File: src/rtl/demorgan_sweep_pkg.sv
// rtl/demorgan_sweep_pkg.sv - shared states and fault-injection encodings for the De Morgan sweep
package demorgan_sweep_pkg;

   typedef enum logic [1:0] {
      ST_IDLE  = 2'd0,
      ST_SWEEP = 2'd1,
      ST_FLUSH = 2'd2,
      ST_DONE  = 2'd3
   } state_t;

   localparam logic [1:0] FAULT_NONE = 2'd0;
   localparam logic [1:0] FAULT_LAW1 = 2'd1;
   localparam logic [1:0] FAULT_LAW2 = 2'd2;
   localparam logic [1:0] FAULT_BOTH = 2'd3;

endpackage

File: src/rtl/demorgan_slice.sv
// rtl/demorgan_slice.sv - combinational evaluation of both De Morgan laws for one operand pair
module demorgan_slice
   import demorgan_sweep_pkg::*;
#(
   parameter int WIDTH = 4
) (
   input  logic [WIDTH-1:0] i_a,
   input  logic [WIDTH-1:0] i_b,
   input  logic [1:0]       i_fault,
   output logic [WIDTH-1:0] o_l1a,
   output logic [WIDTH-1:0] o_l1b,
   output logic [WIDTH-1:0] o_l2a,
   output logic [WIDTH-1:0] o_l2b
);

   logic w_inj1;
   logic w_inj2;

   assign w_inj1 = (i_fault == FAULT_LAW1) || (i_fault == FAULT_BOTH);
   assign w_inj2 = (i_fault == FAULT_LAW2) || (i_fault == FAULT_BOTH);

   // Injected faults flip only bit 0 of the expanded (right-hand) form of each law.
   assign o_l1a = ~(i_a & i_b);
   assign o_l1b = (~i_a | ~i_b) ^ WIDTH'(w_inj1);
   assign o_l2a = ~(i_a | i_b);
   assign o_l2b = (~i_a & ~i_b) ^ WIDTH'(w_inj2);

endmodule

File: src/rtl/demorgan_sweep.sv
// rtl/demorgan_sweep.sv - exhaustive operand sweep counting De Morgan law mismatches
module demorgan_sweep
   import demorgan_sweep_pkg::*;
#(
   parameter int WIDTH = 4
) (
   input  logic                 clk,
   input  logic                 reset,
   input  logic                 start,
   input  logic [1:0]           fault_inj,
   output logic                 busy,
   output logic                 done,
   output logic                 pass,
   output logic [WIDTH-1:0]     a_cur,
   output logic [WIDTH-1:0]     b_cur,
   output logic [2*WIDTH+1:0]   err_count
);

   localparam int VW = 2 * WIDTH;
   localparam int EW = 2 * WIDTH + 2;

   state_t           r_state;
   state_t           w_state_nxt;
   logic [VW-1:0]    r_vec;
   logic [EW-1:0]    r_err;
   logic [1:0]       r_fault;
   logic             r_m1;
   logic             r_m2;

   logic             w_last;
   logic             w_accept;
   logic             w_m1;
   logic             w_m2;
   logic [WIDTH-1:0] w_l1a;
   logic [WIDTH-1:0] w_l1b;
   logic [WIDTH-1:0] w_l2a;
   logic [WIDTH-1:0] w_l2b;

   demorgan_slice #(.WIDTH(WIDTH)) u_slice (
      .i_a     (r_vec[VW-1:WIDTH]),
      .i_b     (r_vec[WIDTH-1:0]),
      .i_fault (r_fault),
      .o_l1a   (w_l1a),
      .o_l1b   (w_l1b),
      .o_l2a   (w_l2a),
      .o_l2b   (w_l2b)
   );

   assign w_m1     = (w_l1a != w_l1b);
   assign w_m2     = (w_l2a != w_l2b);
   assign w_last   = &r_vec;
   assign w_accept = start && ((r_state == ST_IDLE) || (r_state == ST_DONE));

   always_comb begin
      w_state_nxt = r_state;
      case (r_state)
         ST_IDLE:  if (start) w_state_nxt = ST_SWEEP;
         ST_SWEEP: if (w_last) w_state_nxt = ST_FLUSH;
         ST_FLUSH: w_state_nxt = ST_DONE;
         ST_DONE:  if (start) w_state_nxt = ST_SWEEP;
         default:  w_state_nxt = ST_IDLE;
      endcase
   end

   always_ff @(posedge clk) begin
      if (reset) begin
         r_state <= ST_IDLE;
         r_vec   <= '0;
         r_err   <= '0;
         r_fault <= FAULT_NONE;
         r_m1    <= 1'b0;
         r_m2    <= 1'b0;
      end else begin
         r_state <= w_state_nxt;
         if (w_accept) begin
            r_vec   <= '0;
            r_err   <= '0;
            r_fault <= fault_inj;
            r_m1    <= 1'b0;
            r_m2    <= 1'b0;
         end else begin
            if ((r_state == ST_SWEEP) && !w_last)
               r_vec <= r_vec + VW'(1);
            // Flags lag the vector by one cycle; FLUSH drains the last one into the count.
            r_err <= r_err + EW'(r_m1) + EW'(r_m2);
            r_m1  <= (r_state == ST_SWEEP) && w_m1;
            r_m2  <= (r_state == ST_SWEEP) && w_m2;
         end
      end
   end

   assign busy      = (r_state == ST_SWEEP) || (r_state == ST_FLUSH);
   assign done      = (r_state == ST_DONE);
   assign pass      = (r_state == ST_DONE) && (r_err == '0);
   assign a_cur     = r_vec[VW-1:WIDTH];
   assign b_cur     = r_vec[WIDTH-1:0];
   assign err_count = r_err;

endmodule

File: config.mk
export PLATFORM = sky130hd
export DESIGN_NAME = demorgan_sweep
export DESIGN_NICKNAME = d
export VERILOG_FILES = /design/src/rtl/demorgan_sweep_pkg.sv /design/src/rtl/demorgan_slice.sv /design/src/rtl/demorgan_sweep.sv
export SDC_FILE = /design/constraint.sdc
export NUM_CORES = 1
export LEC_CHECK = 0
export BUFFER_PORTS_ARGS = -buffer_cell sky130_fd_sc_hd__buf_4
export CAP_MARGIN = 20
export CORE_MARGIN = 1.5
export CORE_UTILIZATION = 50
export CTS_BUF_LIST = sky130_fd_sc_hd__clkbuf_8
export DETAILED_ROUTE_END_ITERATION = 12
export PLACE_DENSITY = 0.78
export SYNTH_ARGS = -nofsm -noshare
export SYNTH_HDL_FRONTEND = slang
export SYNTH_SLANG_ARGS = --single-unit
File: constraint.sdc
create_clock -name clk -period 4.7 [get_ports clk]
set_clock_uncertainty 0.1 [all_clocks]
set_input_delay 0 -clock clk [delete_from_list [all_inputs] [get_ports clk]]
set_output_delay 0 -clock clk [all_outputs]
set_load 0.05 [all_outputs]
---- Yosys cells after proc, flatten, opt, wreduce, memory -nomap -nowiden ----
Index checks and enable logic that the tools add are counted.
storage, ports and cells
  flip-flop bits (word level) ............. 24
  input port bits ......................... 5
  output and inout port bits .............. 21
  word-level logic and storage cells ...... 48
cells by class
  add/subtract/negate cells ............... 3
  equality and inequality tests ........... 10
  muxes and demuxes ....................... 3
  bitwise operators ....................... 10
  reductions and logical operators ........ 16
operator list
  kind                                                  number
  adder 10 x 1 -> 10 bit                                2
  inverter 4 bit                                        4
  logical NOT 10 bit                                    1
  adder 8 x 1 -> 8 bit (second input constant)          1
  bitwise AND 4 bit                                     2
  equality test 2 bit (second input constant)           4
  != test 4 bit                                         2
  bitwise OR 4 bit                                      2
  AND reduction 8 bit                                   1
  bitwise XOR 4 x 1 -> 4 bit                            2
  one-hot mux 2 bit (3 select lines)                    1
  logical AND 1 bit                                     5
  equality test 2 x 1 -> 1 bit (second input constant)  2
  logical OR 1 bit                                      4
  two-way mux 2 bit                                     2
  OR reduction 2 bit                                    2
  logical NOT 2 bit                                     1
  != test 2 x 1 -> 1 bit (second input constant)        1
  != test 2 bit (second input constant)                 1
  AND reduction 2 bit                                   1
  logical NOT 1 bit                                     1

---- Longest topological paths before layout ----
  depth after elaboration ................. 5
  gate-level depth with buffers ........... 7
  depth with buffers taken out ............ 7

---- Hierarchy ----
A second synthesis with hierarchy kept.
second synthesis, totals
  cells, all modules ...................... 146
  area, all modules ....................... 1280.0 um2
by module, submodules not included
  module          times used  cells each  area an instance (um2)  seq. area each (um2)
  demorgan_sweep  1           130         1184.9                  480.5
  demorgan_slice  1           16          95.1                    0.0

---- Least setup slack after synthesis ----
Ideal clock, no wire load.
  path kind ............................... reg-to-output
  from .................................... register r_state[0]
  to ...................................... output port pass
  data arrival time ....................... 2.640 ns
  path slack .............................. 1.960 ns
  cell stages (with the launch flop) ...... 5
  path buffers ............................ 0
  path through ............................ dfxtp_1 -> ha_1 -> nor4b_1 -> nand2_1 -> nor4_1
on the way
  cells in the longest elaborated chain, start to end .. 2
RTL lines
  item                    line                  RTL
  start, declared         demorgan_sweep.sv:22  state_t r_state;
  start signal, assigned  demorgan_sweep.sv:74  r_state <= w_state_nxt;
  equality test 2 bit     n/a
  via done                demorgan_sweep.sv:12  output logic done,
  logical AND 1 bit       demorgan_sweep.sv:94  assign pass = (r_state == ST_DONE) && (r_err == '0);
  end, declared           demorgan_sweep.sv:13  output logic pass,
The timed path passes the listed nets, and every way through them passes these cells.

---- Worst setup path after layout ----
  from .................................... register r_state[1]
  to ...................................... register r_fault[1]
on the way
  cells in the longest elaborated chain, start to end .. 3
RTL lines
  item                                                      line                  RTL
  equality test 2 bit or logical NOT 2 bit (tied branches)  demorgan_sweep.sv:52  assign w_accept = start && ((r_state == ST_IDLE) || (r_state == ST_DONE));
  logical OR 1 bit (*)                                      demorgan_sweep.sv:52
  logical AND 1 bit (*)                                     demorgan_sweep.sv:52
  end signal, assigned                                      demorgan_sweep.sv:78  r_fault <= fault_inj;
  end, declared                                             demorgan_sweep.sv:26  logic [1:0] r_fault;
Mark *: on every way between the ends. The rest lies on a longest branch, timed or not.
A chain may end at the register's enable or synchronous reset.

==> out/metrics.cfg <==
[global_route]
antenna_found_initial=0
overflow=0
grt_usage=0.1977
grt_max_degree=16
grt_pass1_wl_mm=3.795
grt_pass1_vias=923

[cells_and_area]
final-seq-area_sq_um=480.5
n_fill_cell=161
final_cell_mix=buf_4, dfxtp_1, nor2_1
final_nets=169
antenna_cells=0
fin_area_sq_mm=0.001431
area_growth_pct=29.85
final_common_cell=buf_4
drive_above_1_share=0.2051
multi_input_comb_area_sq_um=588.1

[worst_setup_path]
r2r-end=r_fault[1]$_SDFFE_PP0P_
startpoint_type=flop
cp-startpoint=r_state[1]$_SDFFE_PP0P_
critPathMaxFanout=7
r2r_start=r_state[1]$_SDFFE_PP0P_
worstSetupPathType=reg2reg
endpoint_kind=flop
worstPathArrival_ns=2.39
rr_worst_depth=6
cp-endpoint=r_fault[1]$_SDFFE_PP0P_
cp.required_ns=4.81
ff2ff_setup_slack_ns=2.42

[placement]
place_hpwl_mm=1.576
place_area_sq_mm=0.001320
portBuffers=25
place.gp.congestion=0.8335

[floorplan]
die_width_microns=49.96
die_area_sq_mm=0.002496
start_util=0.5452
rows=16
core_sq_mm=0.002022
chipHeight_microns=49.96
io_pins=26

[cts]
cts_setup_buffers=0
clkSlewWorstSetupHoldPaths_ns=0.08
worstSkewPairLatency_ns=0.26
clock_path_buffers=2
cts_buffers=3
cts_sinks=24
cts-root-buf=clkbuf_8
cts_htree_levels=1
cts_tree=built

[logic_synthesis]
yosys.area_share.simple=0.2667
syn_area_per_cell_sq_um=9.035
syn-instance-count=122
synth-seq-cells=24
synth_compound_area_frac=0.1112
yosysSeqAreaShare=0.4359
synth_top_family_by_area=simple AND/OR/NAND/NOR gates
synthMuxAreaShare=0.009081
synthXorXnorAreaFrac=0.07151
synth_fa_ha_area_frac=0.07491
yosysUniqueCellTypes=31
synth_area_sq_mm=0.001102
synth_fp_nets=133
synth_warnings=0

[timing]
max_freq_ghz=0.4378
timing.hold.ws_ns=0.01446
period_share=0.4860
slew_viol_final=0
hold_viol_final=0
finalCriticalPeriod_ns=2.284
setup_tns_ns=0
setup_viol=0
rsz0062_at_grt=false
slew_headroom=0.6579
worst-slew-pin-transition_ns=0.5119

[routing]
drt-total-wl_mm=2.275
viasPerCell=5.322
wl_per_cell_microns=12.43
drc=0
drtIter0Drc=17
drtAntennaViolNets=0
vias=974
dr.pass1.iters=4

[hold_path]
hold_start=start
hold_class=in2reg

[pwr]
power_mw=0.5742
leakage_nw=0.6087
ir_worst_vdd_v=0.0003721
power.density_mw_per_mm2=401.2

[run_status]
status=finished clean

[run]
maxCapViolCount=0

[Yosys cell counts]
| master | instances | area share |
|---|---|---|
| and3_2 | 1 | 0.0068 |
| nor2b_1 | 1 | 0.0057 |
| fa_1 | 1 | 0.018 |
| nand4_4 | 1 | 0.019 |
| clkbuf_1 | 1 | 0.0034 |
| and2_1 | 2 | 0.011 |
| o21ai_4 | 1 | 0.015 |
| a32o_1 | 1 | 0.0091 |
| inv_1 | 8 | 0.027 |
| nor3_1 | 1 | 0.0045 |
| xor2_1 | 8 | 0.064 |
| a311oi_2 | 1 | 0.014 |
| or3_1 | 1 | 0.0057 |
| and3_1 | 2 | 0.011 |
| o21ai_0 | 3 | 0.014 |
| a31oi_1 | 1 | 0.0057 |
| o21a_1 | 1 | 0.0068 |
| nand2_1 | 10 | 0.034 |
| ha_1 | 5 | 0.057 |
| dfxtp_1 | 24 | 0.44 |
| a211oi_1 | 3 | 0.020 |
| and4_1 | 2 | 0.016 |
| or2b_1 | 1 | 0.0068 |
| mux2i_1 | 1 | 0.0091 |
| nor4_1 | 2 | 0.011 |
| a21oi_1 | 6 | 0.027 |
| nand4_1 | 4 | 0.023 |
| nor4b_1 | 1 | 0.0079 |
| xnor2_1 | 1 | 0.0079 |
| nor2_1 | 17 | 0.058 |
| nand3_1 | 10 | 0.045 |
[worst min-delay path by stage]
stage | endpoint | cells past startpoint
after detailed placement | r_state[0]$_SDFFE_PP0P_ | 2
after global placement | r_state[0]$_SDFFE_PP0P_ | 2
after CTS | r_state[1]$_SDFFE_PP0P_ | 3
after floorplan | r_state[0]$_SDFFE_PP0P_ | 1
after global routing | r_state[1]$_SDFFE_PP0P_ | 3
final | r_state[1]$_SDFFE_PP0P_ | 3
[kinds of logic (layout without fill, tap and decap cells)]
family | after synthesis | count (layout)
simple gates | 56 | 56
flops | 24 | 24
compound gates | 17 | 17
xor+xnor | 9 | 9
buf+inv | 9 | 43
fa+ha+maj | 6 | 6
mux | 1 | 1
[critical path, stage by stage, from the launching register on]
cell	delay, ns
dfxtp_1	0.36
inv_1	0.07
ha_1	0.37
nand3_1	0.09
dlygate4sd3_1	0.58
a21oi_1	0.11
dlygate4sd3_1	0.55
[through the flow]
step,util,cells,setup WS [ns]
after global routing,0.7079,183,2.321
final,0.7079,183,2.416
after floorplan,-,122,1.960
after global placement,0.6528,173,3.008
after CTS,0.7079,183,2.452
after detailed placement,0.6528,173,2.963
[metal layers]
| layer | track usage | wire [microns] | vias up | share of wire |
|---|---|---|---|---|
| met1 | 0.2340 | 1054 | 446 | 0.46 |
| li1 | - | - | 495 | - |
| met2 | 0.3400 | 1085 | 29 | 0.48 |
| met4 | 0.1065 | 30 | 0 | 0.013 |
| met5 | 0 | 0 | - | 0 |
| met3 | 0.03030 | 104 | 4 | 0.046 |
[power breakdown]
group | internal, mW | switching, mW | total [mW]
clock | 0.0572 | 0.0596 | 0.117
combinational | 0.0783 | 0.142 | 0.221
sequential | 0.220 | 0.0164 | 0.237
total | 0.356 | 0.218 | 0.574
[cell type report]
| type | instances | area share |
|---|---|---|
| clock buffer | 3 | 0.02885 |
| inverter | 8 | 0.02098 |
| multi-input combinational | 89 | 0.4108 |
| sequential | 24 | 0.3357 |
| tap | 27 | 0.02360 |
| timing repair buffer | 32 | 0.1801 |
[repair_timing]
action                    in CTS  in global routing
resized for setup              0                  0
hold endpoints to repair       3                  0
hold buffers                   7                  0
[registers in the layout, summed over array words and instances (netlist names)]
signal	count
r_vec	8
r_state	2
r_fault	2
err_count	10
r_m2	1
r_m1	1
Power figures use the tool's default switching activity.
